===== src/rtl/uart_pkg.sv =====
// Shared definitions for the UART transmit queue: byte width, default sizing
// and the drain state machine encoding.
package uart_pkg;

  localparam int unsigned BYTE_W              = 8;
  localparam int unsigned DEFAULT_DEPTH       = 16;
  localparam int unsigned DEFAULT_ACK_TIMEOUT = 8;

  typedef enum logic [1:0] {
    ST_IDLE      = 2'd0,
    ST_LAUNCH    = 2'd1,
    ST_WAIT_ACK  = 2'd2,
    ST_WAIT_DONE = 2'd3
  } drain_state_e;

endpackage


===== src/rtl/sync_fifo.sv =====
// Single-clock FIFO with registered full/empty/count flags; the read data is
// the current head entry, consumed by the rd_en strobe.
module sync_fifo #(
  parameter int unsigned WIDTH = 8,
  parameter int unsigned DEPTH = 16
) (
  input  logic                     clk,
  input  logic                     reset,
  input  logic                     wr_en,
  input  logic [WIDTH-1:0]         wr_data,
  input  logic                     rd_en,
  output logic [WIDTH-1:0]         rd_data,
  output logic                     full,
  output logic                     empty,
  output logic [$clog2(DEPTH):0]   count
);

  localparam int unsigned AW = $clog2(DEPTH);
  localparam int unsigned CW = AW + 1;

  logic [WIDTH-1:0] mem_q [DEPTH];
  logic [AW-1:0]    wr_ptr_q, wr_ptr_d;
  logic [AW-1:0]    rd_ptr_q, rd_ptr_d;
  logic [CW-1:0]    count_q, count_d;
  logic             full_q, full_d;
  logic             empty_q, empty_d;
  logic             do_wr;
  logic             do_rd;

  // Gate strobes with the registered flags and derive next pointers/flags.
  always_comb begin
    do_wr    = wr_en & ~full_q;
    do_rd    = rd_en & ~empty_q;
    wr_ptr_d = wr_ptr_q;
    rd_ptr_d = rd_ptr_q;
    count_d  = count_q;
    if (do_wr) begin
      wr_ptr_d = wr_ptr_q + AW'(1);
    end else begin
      wr_ptr_d = wr_ptr_q;
    end
    if (do_rd) begin
      rd_ptr_d = rd_ptr_q + AW'(1);
    end else begin
      rd_ptr_d = rd_ptr_q;
    end
    case ({do_wr, do_rd})
      2'b10:   count_d = count_q + CW'(1);
      2'b01:   count_d = count_q - CW'(1);
      default: count_d = count_q;
    endcase
    full_d  = (count_d == CW'(DEPTH));
    empty_d = (count_d == CW'(0));
  end

  // Pointer and flag registers.
  always_ff @(posedge clk) begin
    if (reset) begin
      wr_ptr_q <= '0;
      rd_ptr_q <= '0;
      count_q  <= '0;
      full_q   <= 1'b0;
      empty_q  <= 1'b1;
    end else begin
      wr_ptr_q <= wr_ptr_d;
      rd_ptr_q <= rd_ptr_d;
      count_q  <= count_d;
      full_q   <= full_d;
      empty_q  <= empty_d;
    end
  end

  // Storage array; contents are don't-care until written.
  always_ff @(posedge clk) begin
    if (do_wr) begin
      mem_q[wr_ptr_q] <= wr_data;
    end
  end

  assign rd_data = mem_q[rd_ptr_q];
  assign full    = full_q;
  assign empty   = empty_q;
  assign count   = count_q;

endmodule


===== src/rtl/uart_tx_queue.sv =====
// Host-side byte queue that drains into a downstream UART transmitter using a
// start/busy handshake, with sticky overflow and acknowledge-timeout flags.
module uart_tx_queue
  import uart_pkg::*;
#(
  parameter int unsigned DEPTH       = DEFAULT_DEPTH,
  parameter int unsigned ACK_TIMEOUT = DEFAULT_ACK_TIMEOUT
) (
  input  logic                   clk,
  input  logic                   reset,
  input  logic                   wr_en,
  input  logic [BYTE_W-1:0]      wr_data,
  output logic                   full,
  output logic                   empty,
  output logic [$clog2(DEPTH):0] count,
  output logic                   overflow,
  input  logic                   clear_err,
  output logic                   tx_start,
  output logic [BYTE_W-1:0]      tx_data,
  input  logic                   tx_busy,
  output logic                   ack_err
);

  localparam int unsigned TW = $clog2(ACK_TIMEOUT + 1);

  drain_state_e      state_q, state_d;
  logic [TW-1:0]     timer_q, timer_d;
  logic [BYTE_W-1:0] tx_data_q, tx_data_d;
  logic              tx_start_q, tx_start_d;
  logic              overflow_q, overflow_d;
  logic              ack_err_q, ack_err_d;
  logic              pop_en;
  logic              ack_set;
  logic [BYTE_W-1:0] fifo_rdata;
  logic              fifo_full;
  logic              fifo_empty;

  sync_fifo #(
    .WIDTH (BYTE_W),
    .DEPTH (DEPTH)
  ) u_fifo (
    .clk     (clk),
    .reset   (reset),
    .wr_en   (wr_en),
    .wr_data (wr_data),
    .rd_en   (pop_en),
    .rd_data (fifo_rdata),
    .full    (fifo_full),
    .empty   (fifo_empty),
    .count   (count)
  );

  // Drain FSM next state; the pop happens on the IDLE->LAUNCH edge so
  // tx_start and tx_data both come straight from registers.
  always_comb begin
    state_d    = state_q;
    timer_d    = timer_q;
    tx_data_d  = tx_data_q;
    tx_start_d = 1'b0;
    pop_en     = 1'b0;
    ack_set    = 1'b0;
    case (state_q)
      ST_IDLE: begin
        if (!fifo_empty && !tx_busy) begin
          pop_en     = 1'b1;
          tx_data_d  = fifo_rdata;
          tx_start_d = 1'b1;
          state_d    = ST_LAUNCH;
        end else begin
          state_d = ST_IDLE;
        end
      end
      ST_LAUNCH: begin
        timer_d = '0;
        state_d = ST_WAIT_ACK;
      end
      ST_WAIT_ACK: begin
        if (tx_busy) begin
          timer_d = '0;
          state_d = ST_WAIT_DONE;
        end else if (timer_q == TW'(ACK_TIMEOUT - 1)) begin
          // Transmitter never acknowledged: drop the byte rather than retry.
          ack_set = 1'b1;
          timer_d = '0;
          state_d = ST_IDLE;
        end else begin
          timer_d = timer_q + TW'(1);
        end
      end
      ST_WAIT_DONE: begin
        if (!tx_busy) begin
          state_d = ST_IDLE;
        end else begin
          state_d = ST_WAIT_DONE;
        end
      end
      default: begin
        state_d = ST_IDLE;
      end
    endcase
  end

  // Sticky error flags; a set event in the same cycle beats clear_err.
  always_comb begin
    overflow_d = overflow_q;
    ack_err_d  = ack_err_q;
    if (wr_en && fifo_full) begin
      overflow_d = 1'b1;
    end else if (clear_err) begin
      overflow_d = 1'b0;
    end else begin
      overflow_d = overflow_q;
    end
    if (ack_set) begin
      ack_err_d = 1'b1;
    end else if (clear_err) begin
      ack_err_d = 1'b0;
    end else begin
      ack_err_d = ack_err_q;
    end
  end

  // State, output and flag registers.
  always_ff @(posedge clk) begin
    if (reset) begin
      state_q    <= ST_IDLE;
      timer_q    <= '0;
      tx_data_q  <= 8'h00;
      tx_start_q <= 1'b0;
      overflow_q <= 1'b0;
      ack_err_q  <= 1'b0;
    end else begin
      state_q    <= state_d;
      timer_q    <= timer_d;
      tx_data_q  <= tx_data_d;
      tx_start_q <= tx_start_d;
      overflow_q <= overflow_d;
      ack_err_q  <= ack_err_d;
    end
  end

  assign full     = fifo_full;
  assign empty    = fifo_empty;
  assign overflow = overflow_q;
  assign ack_err  = ack_err_q;
  assign tx_start = tx_start_q;
  assign tx_data  = tx_data_q;

endmodule

===== config.mk =====
export PLATFORM = sky130hd
export DESIGN_NAME = uart_tx_queue
export DESIGN_NICKNAME = d
export VERILOG_FILES = /design/src/rtl/uart_pkg.sv /design/src/rtl/sync_fifo.sv /design/src/rtl/uart_tx_queue.sv
export SDC_FILE = /design/constraint.sdc
export NUM_CORES = 1
export LEC_CHECK = 0
export CAP_MARGIN = 20
export CORE_UTILIZATION = 54
export CTS_CLUSTER_DIAMETER = 150
export CTS_CLUSTER_SIZE = 28
export DETAILED_ROUTE_END_ITERATION = 16
export PLACE_DENSITY = 0.87
export SETUP_SLACK_MARGIN = 0.02
export SYNTH_ARGS = -nofsm -noshare
export SYNTH_HDL_FRONTEND = slang
export SYNTH_SLANG_ARGS = --single-unit

===== constraint.sdc =====
create_clock -name clk -period 2.69 [get_ports clk]
set_input_delay 0.538 -clock clk [delete_from_list [all_inputs] [get_ports clk]]
set_output_delay 0.538 -clock clk [all_outputs]
set_load 0.01 [all_outputs]

# == Word-level counts from Yosys, hierarchy flattened ==
# Memories as Yosys holds them, arrays and structs flattened. A register that Yosys moved wholly into a read port is not among the register bits.
# Index checks and enable logic that the tools add are counted.
# totals
mem_bits_rw,128
out_inout_bits,18
inputBits,13
word_cells,57
register_bits,24
n_memories,1
# op_classes
bitwise_logic,4
addsub,5
muxes,19
reduce_logical,10
n_eq_ne,8
# mem_list
name,depth,width,read_ports,rd_clocked_by_memory_dff,wr,line,source
u_fifo.mem_q,16,8,1,1,1,sync_fifo.sv:21,logic [WIDTH-1:0] mem_q [DEPTH];
# ops
cell,n
4-bit by 1-bit adder with 4-bit output (second input constant),3
1-bit two-way mux,11
5-bit case mux with 2 select lines,1
4-bit two-way mux,2
2-bit case mux with 4 select lines,1
4-bit case mux with 2 select lines,1
2-bit equality test (second input constant),3
2-bit two-way mux,3
2-bit nonzero test,3
5-bit by 1-bit adder with 5-bit output (second input constant),1
5-bit equality test (second input constant),1
5-bit zero test,1
5-bit by 1-bit subtractor with 5-bit output (second input constant),1
2-bit by 1-bit equality test with 1-bit output (second input constant),2
4-bit by 3-bit equality test with 1-bit output (second input constant),1
3-bit inequality test (second input constant),1
1-bit bitwise AND,2
1-bit logical AND,2
1-bit zero test,2
2-bit zero test,1
1-bit inverter,2
2-bit AND reduction,1

# == Logic depth before layout (Yosys ltp) ==
# depth
ltp_word,8
depth_mapped,12
mapped_depth_nobuf,12

# == Cells and area by module ==
# A second synthesis with hierarchy kept.
# unflattened
cells_unflattened,385
area_unflattened_um2,6687.7
# by_module_without_submodules
module,n_inst,cells_per_inst,seq_area_each_um2,area_each_um2
sync_fifo,1,303,4224.1,5896.9
uart_tx_queue,1,82,340.3,790.8

# == Worst setup path after synthesis ==
# OpenSTA, ideal clock, no wires.
# synth_path
path_type,input to register
startpoint,input port wr_en
endpoint,"register u_fifo.empty_q, in the netlist u_fifo.empty"
arrival_ns,2.478
path_stages,11
setup_slack_ns,0.155
t_required_ns,2.632
n_path_buf,1
setup_ns,0.058
path_cell_list,nor2b_1 clkbuf_1 inv_1 ha_1 inv_1 fa_1 nand2b_1 a21oi_1 mux2i_1 mux2i_1 o21a_1
# synth_between
elab_chain_cells,4
elab_cells_between_ends,5
cone_classes,2 x eq/ne; 1 x mux; 1 x bitwise; 1 x reduce/logical
# synth_lines
item,line,source
from (decl),uart_tx_queue.sv:11,"input logic wr_en,"
1-bit bitwise AND *,sync_fifo.sv:32,do_wr = wr_en & ~full_q;
2-bit by 1-bit equality test with 1-bit output or 2-bit equality test (tied branches),sync_fifo.sv:47,"case ({do_wr, do_rd})"
5-bit case mux with 2 select lines *,sync_fifo.sv:47,
5-bit zero test *,sync_fifo.sv:53,empty_d = (count_d == CW'(0));
to (signal assigned),sync_fifo.sv:69,empty_q <= empty_d;
to (decl),sync_fifo.sv:26,"logic empty_q, empty_d;"
# Mark *: on every way between the ends. The rest lies on a longest branch, timed or not.
# A chain may end at the register's enable or synchronous reset.

# == Worst setup path in the final report ==
# layout_path
startpoint,input port tx_busy
endpoint,"register u_fifo.empty_q, in the netlist u_fifo.empty"
# layout_between
elab_chain_cells,8
elab_cells_between_ends,9
cone_classes,2 x eq/ne; 3 x mux; 1 x bitwise; 3 x reduce/logical
# layout_lines
item,line,source
from (decl),uart_tx_queue.sv:20,"input logic tx_busy,"
1-bit zero test *,-,
1-bit logical AND *,uart_tx_queue.sv:64,if (!fifo_empty && !tx_busy) begin
1-bit two-way mux *,uart_tx_queue.sv:64,
1-bit two-way mux *,uart_tx_queue.sv:62,case (state_q)
1-bit bitwise AND *,sync_fifo.sv:33,do_rd = rd_en & ~empty_q;
net u_fifo.do_rd,sync_fifo.sv:28,logic do_rd;
2-bit by 1-bit equality test with 1-bit output or 2-bit equality test (tied branches),sync_fifo.sv:47,
5-bit case mux with 2 select lines *,sync_fifo.sv:47,
5-bit zero test *,sync_fifo.sv:53,
# The timed path passes the listed nets; every way through them passes the cells marked *.

==> results.toml <==
[floorplanning]
initial_utilization_pct = 56.4
rows = 39
fp.dieH_um = 112
fp.dieW_um = 112
die_area_mm2 = 0.0126
ios = 31
core-area_mm2 = 0.0116

[sta]
setup_viol = 0
rsz0062_at_grt = "no"
period_needed_ns = 2.56
layout_setup_ws_ns = 0.128
hold_violations = 0
slew_headroom_pct = 58.6
post-route-period-util_pct = 95.3
worst_clock_skew_ns = 0.00533
worstMarginPinSlew_ns = 0.619
slew_violations = 0
hold_ws_ns = 0.475
fmax_mhz = 390

[route]
vias_per_cell = 6.01
ant_nets = 0
drt-total-wl_um = 12800
drt-wirelength-per-cell_um = 21.4
vias = 3597
firstDrtPassIters = 11
drtIter0Drc = 343
drc = 4

[yosys]
seq_area_frac_synth_pct = 68.4
synth_warnings = 0
yosysTopAreaCell = "edfxtp_1"
syn-cell-area_mm2 = 0.00655
synth_flop_cell = "edfxtp_1"
synthTopCellsByArea = "edfxtp_1, mux4_1, dfxtp_1, mux2i_1, ha_1"
synth_cells = 382
async_flop_share_pct = 0
synth.top_cell.area_share_pct = 58.6
syn_avg_cell_area_um2 = 17.2
synth_cell_types = 37
synth-edff-count = 128
ys_ff_latch = 160
synthesis.nets = 410

[status]
status = "finished with violations"
violations = "design-rule violations"

[clocking]
cts_buffer_depth = 2
cts_tree = "built"
cts_root_buffer = "clkbuf_16"
clkLatencyLatePin_ns = 0.42
numCtsBuffers = 17
clk_pin_slew_ns = 0.06
cts.sinks = 160
cts_max_level = 4
hold_buffers = 0
post_cts_buffers = 0
cts_resized = 0

[worst_setup_path]
critPathMaxFanout = 4
cp-end-kind = "flop"
critPathLaunch = "tx_busy"
max_stage_delay_ns = 0.50
cpMostUsedCell = "ha_1"
crit_required_ns = 3.01
start_kind = "input port"
slowest_stage = "clkdlybuf4s50_1"
worstPathArrival_ns = 2.88
crit_type = "input port to flop"
crit_chain = "clkdlybuf4s50_1, nor2_2, nand2_1, clkinv_1, ha_1, buf_4, ha_1, a21o_1, a21oi_1, xor2_1, o221a_2, o21a_1"
r2r_start = "state_q[1]"

[global_route]
grtUsageTotal_pct = 22.3
antenna_found_initial = 0
grt_max_degree = 36
gr-total-overflow = 0
grt_pass1_vias = 3704
grt_pass1_wl_um = 20000

[power_and_ir_drop]
power_density_mw_per_mm2 = 773
ir_drop_mv = 0.583
leakage_uw = 0.00263
p_total_uw = 5990

[worst_hold_path]
hold_class = "flop to flop"
worstHoldStart = "timer_q[3]"

[placement]
place_inst = 567
gp_congestion = 0.808
placed_area_mm2 = 0.00716
hpwl_um = 8020
portBuffers = 30
pre_cts_slack_ns = -0.361

[cells_and_area]
diodes = 0
final.fill_count = 751
layout_common_cells = "edfxtp_1, nor2_1, dfxtp_1, clkdlybuf4s50_1, buf_4"
syn2layout_area_growth_pct = 18.3
stdcell_count = 599
fin_nets = 471
drive_gt1_share_pct = 15.6
final_common_cell = "edfxtp_1"
design_area_mm2 = 0.00775

[run]
cap_violations = 0
## cell usage after synthesis (all sizes together), types with 5 or more instances
master,count
edfxtp,128
nor2,38
dfxtp,32
mux4,32
mux2i,18
ha,14
nand2,14
a21oi,11
clkbuf,10
inv,10
nand3b,10
buf,9
o221ai,8
xor2,7
nand2b,6
nor3,6
nor2b,5
o21ai,5
## registers in the layout, indices dropped and copies added (netlist names), 2 cells and up
name / count
u_fifo.count: 5
state_q: 2
u_fifo.mem_q: 128
u_fifo.rd_ptr_q: 4
timer_q: 4
u_fifo.wr_ptr_q: 4
tx_data: 8
## final timing paths
check | end | slack (ns) | cells after the start
setup / recovery | u_fifo.empty | 0.13 | 12
setup reg to reg | u_fifo.empty | 0.15 | 12
hold reg to reg | timer_q[3] | 0.47 | 2
hold / removal | timer_q[3] | 0.47 | 2
## metrics by stage
step                setup TNS [ns]  util, %
detailed placement           -1.14     61.6
CTS                              0     66.4
global placement            -0.543     61.6
global route                     0     66.7
finish                           0     66.7
floorplan                        0        -
## critical path, delay by kind of cell
kind,cells,cell delay (ns)
fa+ha+maj,2,0.52
simple gates,2,0.14
buf+inv,3,0.75
xor+xnor,1,0.10
compound gates,4,0.84
## power by group
part	internal [µW]	switching [µW]	leakage, µW
clock network	1370	910	0.000261
registers	2770	71.6	0.00142
logic	420	450	0.000948
## cell families after synthesis
family | Yosys count | synth area share (%)
multiplexers | 50 | 15.3
adder cells (fa/ha/maj) | 15 | 2.98
XOR/XNOR | 9 | 1.20
AO/OA/AOI/OAI | 31 | 3.15
AND/OR/NAND/NOR | 87 | 6.45
flip-flops | 160 | 68.4
buffers and inverters | 30 | 2.50
## routing by layer
metal / global-route usage [%] / wire length, µm
met5: 0 / 0
met4: 8.18 / 291
met3: 7.51 / 875
met2: 37.5 / 6570
met1: 26.8 / 5090
## cell type report
type / count / area, µm² / area share, %
clock buffer: 23 / 448 / 5.78
clock inverter: 9 / 109 / 1.40
inverter: 11 / 41.3 / 0.533
multi-input combinational: 192 / 1940 / 25.1
sequential: 160 / 4490 / 57.9
tap: 143 / 179 / 2.31
timing repair buffer: 61 / 546 / 7.04
No activity file was read; power rests on OpenSTA's default activity.
